==> src/rtl/wimax_pkg.sv <==
// ---------------------------------------------------------------------------
// wimax_pkg
// Shared constants and types for the WiMAX PHY interleaving blocks.
//   NCBPS_QPSK  : coded bits per block for QPSK rate 1/2
//   INTLV_D     : interleaver column count
//   INTLV_ROWS  : NCBPS_QPSK / INTLV_D
//   intlv_addr_t: bit address inside one block
//   bank_sel_t  : ping-pong bank selector
// ---------------------------------------------------------------------------
package wimax_pkg;
  localparam int NCBPS_QPSK = 192;
  localparam int INTLV_D    = 16;
  localparam int INTLV_ROWS = 12;

  typedef logic [7:0] intlv_addr_t;
  typedef logic       bank_sel_t;
endpackage

==> src/rtl/wimax_deintlv_addr_gen.sv <==
// ---------------------------------------------------------------------------
// wimax_deintlv_addr_gen
// Produces the deinterleaver write address waddr = D*(j mod ROWS) + j/ROWS
// for the j-th accepted bit of a block, using only adds (no multiplier).
// Ports:
//   clk       : clock
//   reset     : synchronous, active-high
//   advance_i : one bit accepted this cycle; step to the next address
//   waddr_o   : write address for the bit accepted this cycle
//   wrap_o    : high when the last bit of a block is accepted this cycle
// ---------------------------------------------------------------------------
module wimax_deintlv_addr_gen
  import wimax_pkg::*;
#(
  parameter int NCBPS = NCBPS_QPSK,
  parameter int D     = INTLV_D
) (
  input  logic        clk,
  input  logic        reset,
  input  logic        advance_i,
  output intlv_addr_t waddr_o,
  output logic        wrap_o
);

  localparam int ROWS = NCBPS / D;

  logic [3:0]  col_q, col_d;
  logic [3:0]  row_q, row_d;
  intlv_addr_t waddr_q, waddr_d;
  logic        last_col, last_row;

  assign last_col = (col_q == 4'(ROWS - 1));
  assign last_row = (row_q == 4'(D - 1));
  assign wrap_o   = advance_i && last_col && last_row;
  assign waddr_o  = waddr_q;

  always_comb begin
    col_d   = col_q;
    row_d   = row_q;
    waddr_d = waddr_q;
    if (advance_i) begin
      if (last_col) begin
        // Column of the block matrix exhausted: restart at the next row
        // offset, or at zero once the whole block has been written.
        col_d = '0;
        if (last_row) begin
          row_d   = '0;
          waddr_d = '0;
        end else begin
          row_d   = row_q + 4'd1;
          waddr_d = intlv_addr_t'(row_q) + intlv_addr_t'(1);
        end
      end else begin
        col_d   = col_q + 4'd1;
        waddr_d = waddr_q + intlv_addr_t'(D);
      end
    end
  end

  always_ff @(posedge clk) begin
    if (reset) begin
      col_q   <= '0;
      row_q   <= '0;
      waddr_q <= '0;
    end else begin
      col_q   <= col_d;
      row_q   <= row_d;
      waddr_q <= waddr_d;
    end
  end

endmodule

==> src/rtl/wimax_deinterleaver.sv <==
// ---------------------------------------------------------------------------
// wimax_deinterleaver
// Receive-side block deinterleaver (QPSK 1/2, Ncbps=192, d=16, s=1).
// Interleaved bits are written in permuted order into one bank of a two-bank
// ping-pong store; a full bank is read out sequentially in original order.
// Ports:
//   clk         : clock
//   reset       : synchronous, active-high
//   data_in     : received bit (interleaved order)
//   valid_in    : data_in valid
//   ready_out   : a bit can be accepted
//   data_out    : deinterleaved bit
//   valid_out   : data_out valid
//   ready_in    : downstream accepts data_out
//   block_start : first bit of each output block (only with
//                 WIMAX_DEINTLV_MARK_EN defined)
// ---------------------------------------------------------------------------
module wimax_deinterleaver
  import wimax_pkg::*;
#(
  parameter int NCBPS = NCBPS_QPSK,
  parameter int D     = INTLV_D
) (
  input  logic clk,
  input  logic reset,
  input  logic data_in,
  input  logic valid_in,
  output logic ready_out,
  output logic data_out,
  output logic valid_out,
  input  logic ready_in
`ifdef WIMAX_DEINTLV_MARK_EN
  ,
  output logic block_start
`endif
);

  logic [NCBPS-1:0] bank0_q, bank1_q;
  logic [1:0]       full_q, full_d;
  bank_sel_t        wbank_q, wbank_d;
  bank_sel_t        rbank_q, rbank_d;
  intlv_addr_t      raddr_q, raddr_d;
  intlv_addr_t      waddr;
  logic             wrap;
  logic             in_fire, out_fire, last_rd, rd_bit;

  wimax_deintlv_addr_gen #(
    .NCBPS (NCBPS),
    .D     (D)
  ) u_addr_gen (
    .clk       (clk),
    .reset     (reset),
    .advance_i (in_fire),
    .waddr_o   (waddr),
    .wrap_o    (wrap)
  );

  // Handshake outputs are forced low while reset is asserted.
  assign ready_out = !reset && !full_q[wbank_q];
  assign valid_out = !reset && full_q[rbank_q];
  assign in_fire   = valid_in && ready_out;
  assign out_fire  = valid_out && ready_in;
  assign last_rd   = (raddr_q == intlv_addr_t'(NCBPS - 1));

  assign rd_bit   = rbank_q ? bank1_q[raddr_q] : bank0_q[raddr_q];
  // Unreset storage is masked so data_out reads 0 when nothing is valid.
  assign data_out = valid_out && rd_bit;

`ifdef WIMAX_DEINTLV_MARK_EN
  assign block_start = valid_out && (raddr_q == '0);
`endif

  // A bank being written is never full and a bank being read always is, so
  // the fill and drain updates below touch different full flags and may
  // both land in the same cycle.
  always_comb begin
    full_d  = full_q;
    wbank_d = wbank_q;
    rbank_d = rbank_q;
    raddr_d = raddr_q;
    if (wrap) begin
      full_d[wbank_q] = 1'b1;
      wbank_d         = ~wbank_q;
    end
    if (out_fire) begin
      if (last_rd) begin
        full_d[rbank_q] = 1'b0;
        rbank_d         = ~rbank_q;
        raddr_d         = '0;
      end else begin
        raddr_d = raddr_q + intlv_addr_t'(1);
      end
    end
  end

  always_ff @(posedge clk) begin
    if (reset) begin
      full_q  <= '0;
      wbank_q <= 1'b0;
      rbank_q <= 1'b0;
      raddr_q <= '0;
    end else begin
      full_q  <= full_d;
      wbank_q <= wbank_d;
      rbank_q <= rbank_d;
      raddr_q <= raddr_d;
    end
  end

  always_ff @(posedge clk) begin
    if (in_fire) begin
      if (wbank_q) bank1_q[waddr] <= data_in;
      else         bank0_q[waddr] <= data_in;
    end
  end

endmodule

==> config.mk <==
export PLATFORM = sky130hd
export DESIGN_NAME = wimax_deinterleaver
export DESIGN_NICKNAME = d
export VERILOG_FILES = /design/src/rtl/wimax_pkg.sv /design/src/rtl/wimax_deintlv_addr_gen.sv /design/src/rtl/wimax_deinterleaver.sv
export SDC_FILE = /design/constraint.sdc
export NUM_CORES = 1
export LEC_CHECK = 0
export BUFFER_PORTS_ARGS = -buffer_cell sky130_fd_sc_hd__buf_2
export CAP_MARGIN = 20
export CELL_PAD_IN_SITES_DETAIL_PLACEMENT = 1
export CELL_PAD_IN_SITES_GLOBAL_PLACEMENT = 1
export CORE_UTILIZATION = 54
export CTS_CLUSTER_SIZE = 40
export DETAILED_ROUTE_END_ITERATION = 6
export GPL_TIMING_DRIVEN = 1
export PLACE_DENSITY_LB_ADDON = 0.12
export SETUP_SLACK_MARGIN = 0.05
export SYNTH_ARGS = -nofsm -noshare
export SYNTH_HDL_FRONTEND = slang
export SYNTH_HIERARCHICAL = 1
export SYNTH_SLANG_ARGS = --single-unit
==> constraint.sdc <==
create_clock -name clk -period 3.3 [get_ports clk]
set_input_delay 0.165 -clock clk [delete_from_list [all_inputs] [get_ports clk]]
set_output_delay 0.165 -clock clk [all_outputs]
set_load 0.01 [all_outputs]
* After elaboration in Yosys (flattened, before gate mapping)
Cells that the tools add are included.
Word-level totals: register bits 412, word-level logic and storage cells 70
Operators by class: $add $sub $neg 5, muxes and demuxes 25, reduce and logical (&&, ||, !) cells 16, magnitude comparators 7, eq/ne operators 3, bitwise logic cells 5
Operator list (count):
- 192-bit bitwise mux | 2
- 8-bit two-way mux | 3
- 8-bit by 9-bit less-than comparator with 1-bit output (second input constant) | 2
- 1-bit binary-select mux with 8-bit select | 2
- 1-bit logical AND | 10
- 1-bit two-way mux | 10
- 4-bit by 1-bit adder with 4-bit output (second input constant) | 2
- 8-bit by 1-bit adder with 8-bit output (second input constant) | 1
- 8-bit by 5-bit adder with 8-bit output (second input constant) | 1
- 1-bit demux with 8-bit select | 1
- 4-bit == test (second input constant) | 2
- 8-bit == test (second input constant) | 1
- 8-bit by 1-bit greater-or-equal comparator with 1-bit output (second input constant) | 1
- 4-bit two-way mux | 2
- 2-bit AND reduction | 4
- 2-bit two-way mux | 3
- 4-bit by 1-bit adder with 5-bit output (second input constant) | 1
- 1-bit by 2-bit less-than comparator with 1-bit output (second input constant) | 2
- 2-bit AND | 1
- 1-bit demux with 1-bit select | 2
- 1-bit greater-or-equal comparator (second input constant) | 2
- 1-bit logical NOT | 2
- 1-bit NOT | 2
- 2-bit NOT | 1
- 2-bit OR | 1

* Logic depth before layout (Yosys ltp)
depth in word-level cells 11, mapped depth 11, mapped depth without buffers 8

* Cells and area by module
Netlist, hierarchy kept.
Modules (own cells, without submodules):
- wimax_deinterleaver | sequential area each 11771.3 sq um, instances 1, cells an instance 1213, area an instance 17252.8 sq um
- wimax_deintlv_addr_gen | sequential area each 320.3 sq um, instances 1, cells an instance 75, area an instance 715.7 sq um

* Worst setup path after synthesis
No wires, ideal clock.
path type reg2out, start register raddr_q[0], end output port data_out, cell stages (with the launch flop) 10, required time 3.135 ns, setup slack 0.845 ns, arrival 2.290 ns, path through dfxtp_1 buf_6 buf_6 buf_6 mux4_2 mux2_2 a22o_1 nor4_1 nor4_1 o31a_1
Between the ends: cells in the longest elaborated chain, start to end 4
RTL lines:
- from (decl) | RTL line wimax_deinterleaver.sv:42 | intlv_addr_t raddr_q, raddr_d;
- from (signal assigned) | RTL line wimax_deinterleaver.sv:106 | raddr_q <= raddr_d;
- 1-bit binary-select mux with 8-bit select | RTL line wimax_deinterleaver.sv:65 | assign rd_bit = rbank_q ? bank1_q[raddr_q] : bank0_q[raddr_q];
- 1-bit two-way mux (implied by the code) | RTL line wimax_deinterleaver.sv:65
- 1-bit two-way mux (*) | RTL line wimax_deinterleaver.sv:65
- 1-bit logical AND (*) | RTL line wimax_deinterleaver.sv:67 | assign data_out = valid_out && rd_bit;
- to (decl) | RTL line wimax_deinterleaver.sv:29 | output logic data_out,
Every way passes the cells marked *; elsewhere a longest branch is shown, timed or not. The select of a mux whose other input is x is not followed.

* Worst setup path after layout
Same ends and word-level chain as after synthesis.

==> impl_metrics.tcl <==
set metrics [dict create \
    drt-initial-drc-count 1353 \
    postSynth.asyncResetShare_pct 0 \
    port_buffers 7 \
    layout_min_cycle_time_ps 3355 \
    rows 66 \
    syn-cell-area_um2 17970 \
    critical_path_required_ps 3130 \
    ios 8 \
    layout_common_cells "nor2_1 (414), edfxtp_1 (384), mux4_2 (85)" \
    p_clk_share_pct 44.7 \
    placed_area_um2 18740 \
    cts_max_level 2 \
    holdPathStages 4 \
    max_freq_mhz 298.1 \
    drt-vias-per-instance 6.201 \
    final_hold_viol_count 0 \
    grtUsageMet1_pct 40.18 \
    antenna_found_initial 0 \
    critPathLaunchType "flop" \
    drv_cap 0 \
    busiest_layer "met2" \
    grt_util_all_layers_pct 30.50 \
    synth_edf_count 384 \
    avgSynthCellArea_um2 13.95 \
    setup_violations 1 \
    pre_cts_slack_ps 326.8 \
    cts.path.max_buffers 3 \
    hold_slack_ps 263.2 \
    rsz0062_at_grt "yes" \
    path_class "flop to primary output" \
    wl_per_cell_um 27.57 \
    drt_wl_total_um 49900 \
    cts-root-buf "clkbuf_16" \
    path_clk_slew_ps 60 \
    cp-end-kind "primary output" \
    cts_tree "done" \
    violations "negative setup slack" \
    ant_nets 0 \
    final_cells 1810 \
    period_share_pct 101.7 \
    relSlewSlack_pct 37.76 \
    internal-power_w 0.008433 \
    place.gp.congestion 0.8131 \
    tightest_slew_ps 933.6 \
    syn_inst 1288 \
    diodes 0 \
    switching_share_pct 20.02 \
    worstPathArrival_ps 3190 \
    synth-seq-cells 412 \
    synth.yosys.seq_area_share_pct 67.29 \
    reg2reg_depth 6 \
    final_nets 1341 \
    first_pass_iters 5 \
    vdd_ir_drop_max_mv 0.3318 \
    grt_pass1_wl_um 74020 \
    initial_utilization_pct 55.09 \
    seq_power_share_pct 54.1 \
    area_growth_pct 13.76 \
    status "finished, violations left" \
    dieHeight_um 184.4 \
    skew_ps 19.17 \
    p_per_area_nw_per_um2 515.8 \
    dp_hpwl_um 28550 \
    synthDistinctLibCells 52 \
    synth-warning-count 6 \
    switchingPower_w 0.002111 \
    syn-num-nets 1297 \
    first_global_vias 11670 \
    path_max_fanout 7 \
    drc 0 \
    cts_num_sinks 412 \
    p_comb_share_pct 1.2 \
    clk_latency_ps 560 \
    dp.cells 1710 \
    setup_slack_ps -54.51 \
    maxSlewViolCount 0 \
    overflow 0 \
    met3_usage_pct 6.837 \
    grt_use_met2_pct 50.29 \
    power_leakage_nw 6.145 \
    final_common_cell "nor2_1" \
    yosys_most_used_dff "edfxtp_1" \
    grt_max_degree 151 \
    core_area_um2 32620 \
    fin_util_pct 62.67 \
    num_vias 11220 \
    die_area_um2 34010 \
    die_x_um 184.4 \
    worstHoldPathType "input pin to flop" \
    cts_made_buffers 44 \
    layout-drive-gt1-share_pct 19.44 \
    design_area_um2 20440 \
]
## worst paths after layout
path                                    startpoint                                to  slack (ps)
setup / recovery           raddr_q[0]$_SDFFE_PP0P_                          data_out         -50
hold / removal                            ready_in           raddr_q[0]$_SDFFE_PP0P_         260
setup reg to reg              wbank_q$_SDFFE_PP0P_            bank1_q[100]$_DFFE_PP_         690
hold reg to reg   u_addr_gen/row_q[1]$_SDFFE_PP0P_  u_addr_gen/row_q[1]$_SDFFE_PP0P_         490
## kinds of logic after synthesis
family | after synthesis | synth area share (%)
AOI/OAI and AO/OA | 74 | 2.973
and+or+nand+nor | 536 | 12.35
xor gates and xnor gates | 15 | 0.7312
buffers and inverters | 110 | 2.806
DFF | 412 | 67.29
adders and majority gates | 4 | 0.2785
muxes | 137 | 13.56
## per-layer routing
layer,up-vias,share of wire [%]
met5,-,0
met4,0,3.1
met3,128,8.2
met2,460,49
met1,5824,39
li1,4812,-
## power by group through the flow
stage	combinational [W]	sequential [W]	clock [W]
6_report	0.000123	0.00571	0.00471
5_1_grt	0.000133	0.00571	0.00493
4_1_cts	0.000122	0.00571	0.00477
3_5_place_dp	0.000121	0.00582	0
3_3_place_gp	0.000117	0.00582	0
2_1_floorplan	0.0000280	0.00582	0
## state kept, by name (all words and copies together) (netlist names)
signal	count
u_addr_gen/row_q	4
raddr_q	8
bank0_q	192
u_addr_gen/waddr_o	8
full_q	2
bank1_q	192
u_addr_gen/col_q	4
rbank_q	1
wbank_q	1
## critical path: stages (launching register included)
cell and delay (ps):
dfxtp_4 440, buf_12 150, buf_4 130, mux4_2 570, a211oi_2 320, a211oi_1 100
or3_1 410, a32o_1 250, o31a_1 130, buf_2 150
## cells in the mapped netlist, types with 7 or more instances
library cell | n | area [um2]
xor2_1 | 9 | 78.83
dfxtp_1 | 28 | 560.5
nand3b_1 | 9 | 67.56
nand2_1 | 46 | 172.7
buf_6 | 7 | 78.83
nor3_1 | 7 | 35.03
nor2_1 | 415 | 1558
edfxtp_1 | 384 | 11530
inv_1 | 8 | 30.03
o22ai_1 | 8 | 50.05
a211oi_1 | 7 | 52.55
buf_2 | 19 | 95.09
nand3_1 | 13 | 65.06
clkbuf_1 | 70 | 262.8
mux4_2 | 85 | 1914
mux2i_1 | 50 | 500.5
nor2b_1 | 11 | 68.82
a21oi_1 | 16 | 80.08
o221ai_1 | 9 | 78.83
## layout make-up
class                      instances  area, um2
fill                            3021      12180
tap                              442      553.0
inverter                           8      30.03
timing repair buffer             100      964.7
sequential                       412      12100
multi-input combinational        766       5424
clock inverter                    18      117.6
clock buffer                      64       1247
## through the flow
stage	setup TNS (ps)	power, W
floorplan	0	0.005849
global placement	0	0.005936
detailed placement	0	0.005940
CTS	-48.30	0.01060
global route	-120.2	0.01077
finish	-54.51	0.01054
## timing repair
action	4_1_cts	5_1_grt
pin swaps	4	1
hold endpoints to repair	6	0
buffers inserted	10	4
endpoints found under the setup margin	1	1
gates cloned	3	0
gates resized for setup	19	5
hold buffers	1	0
(Power assumes the default switching activity.)
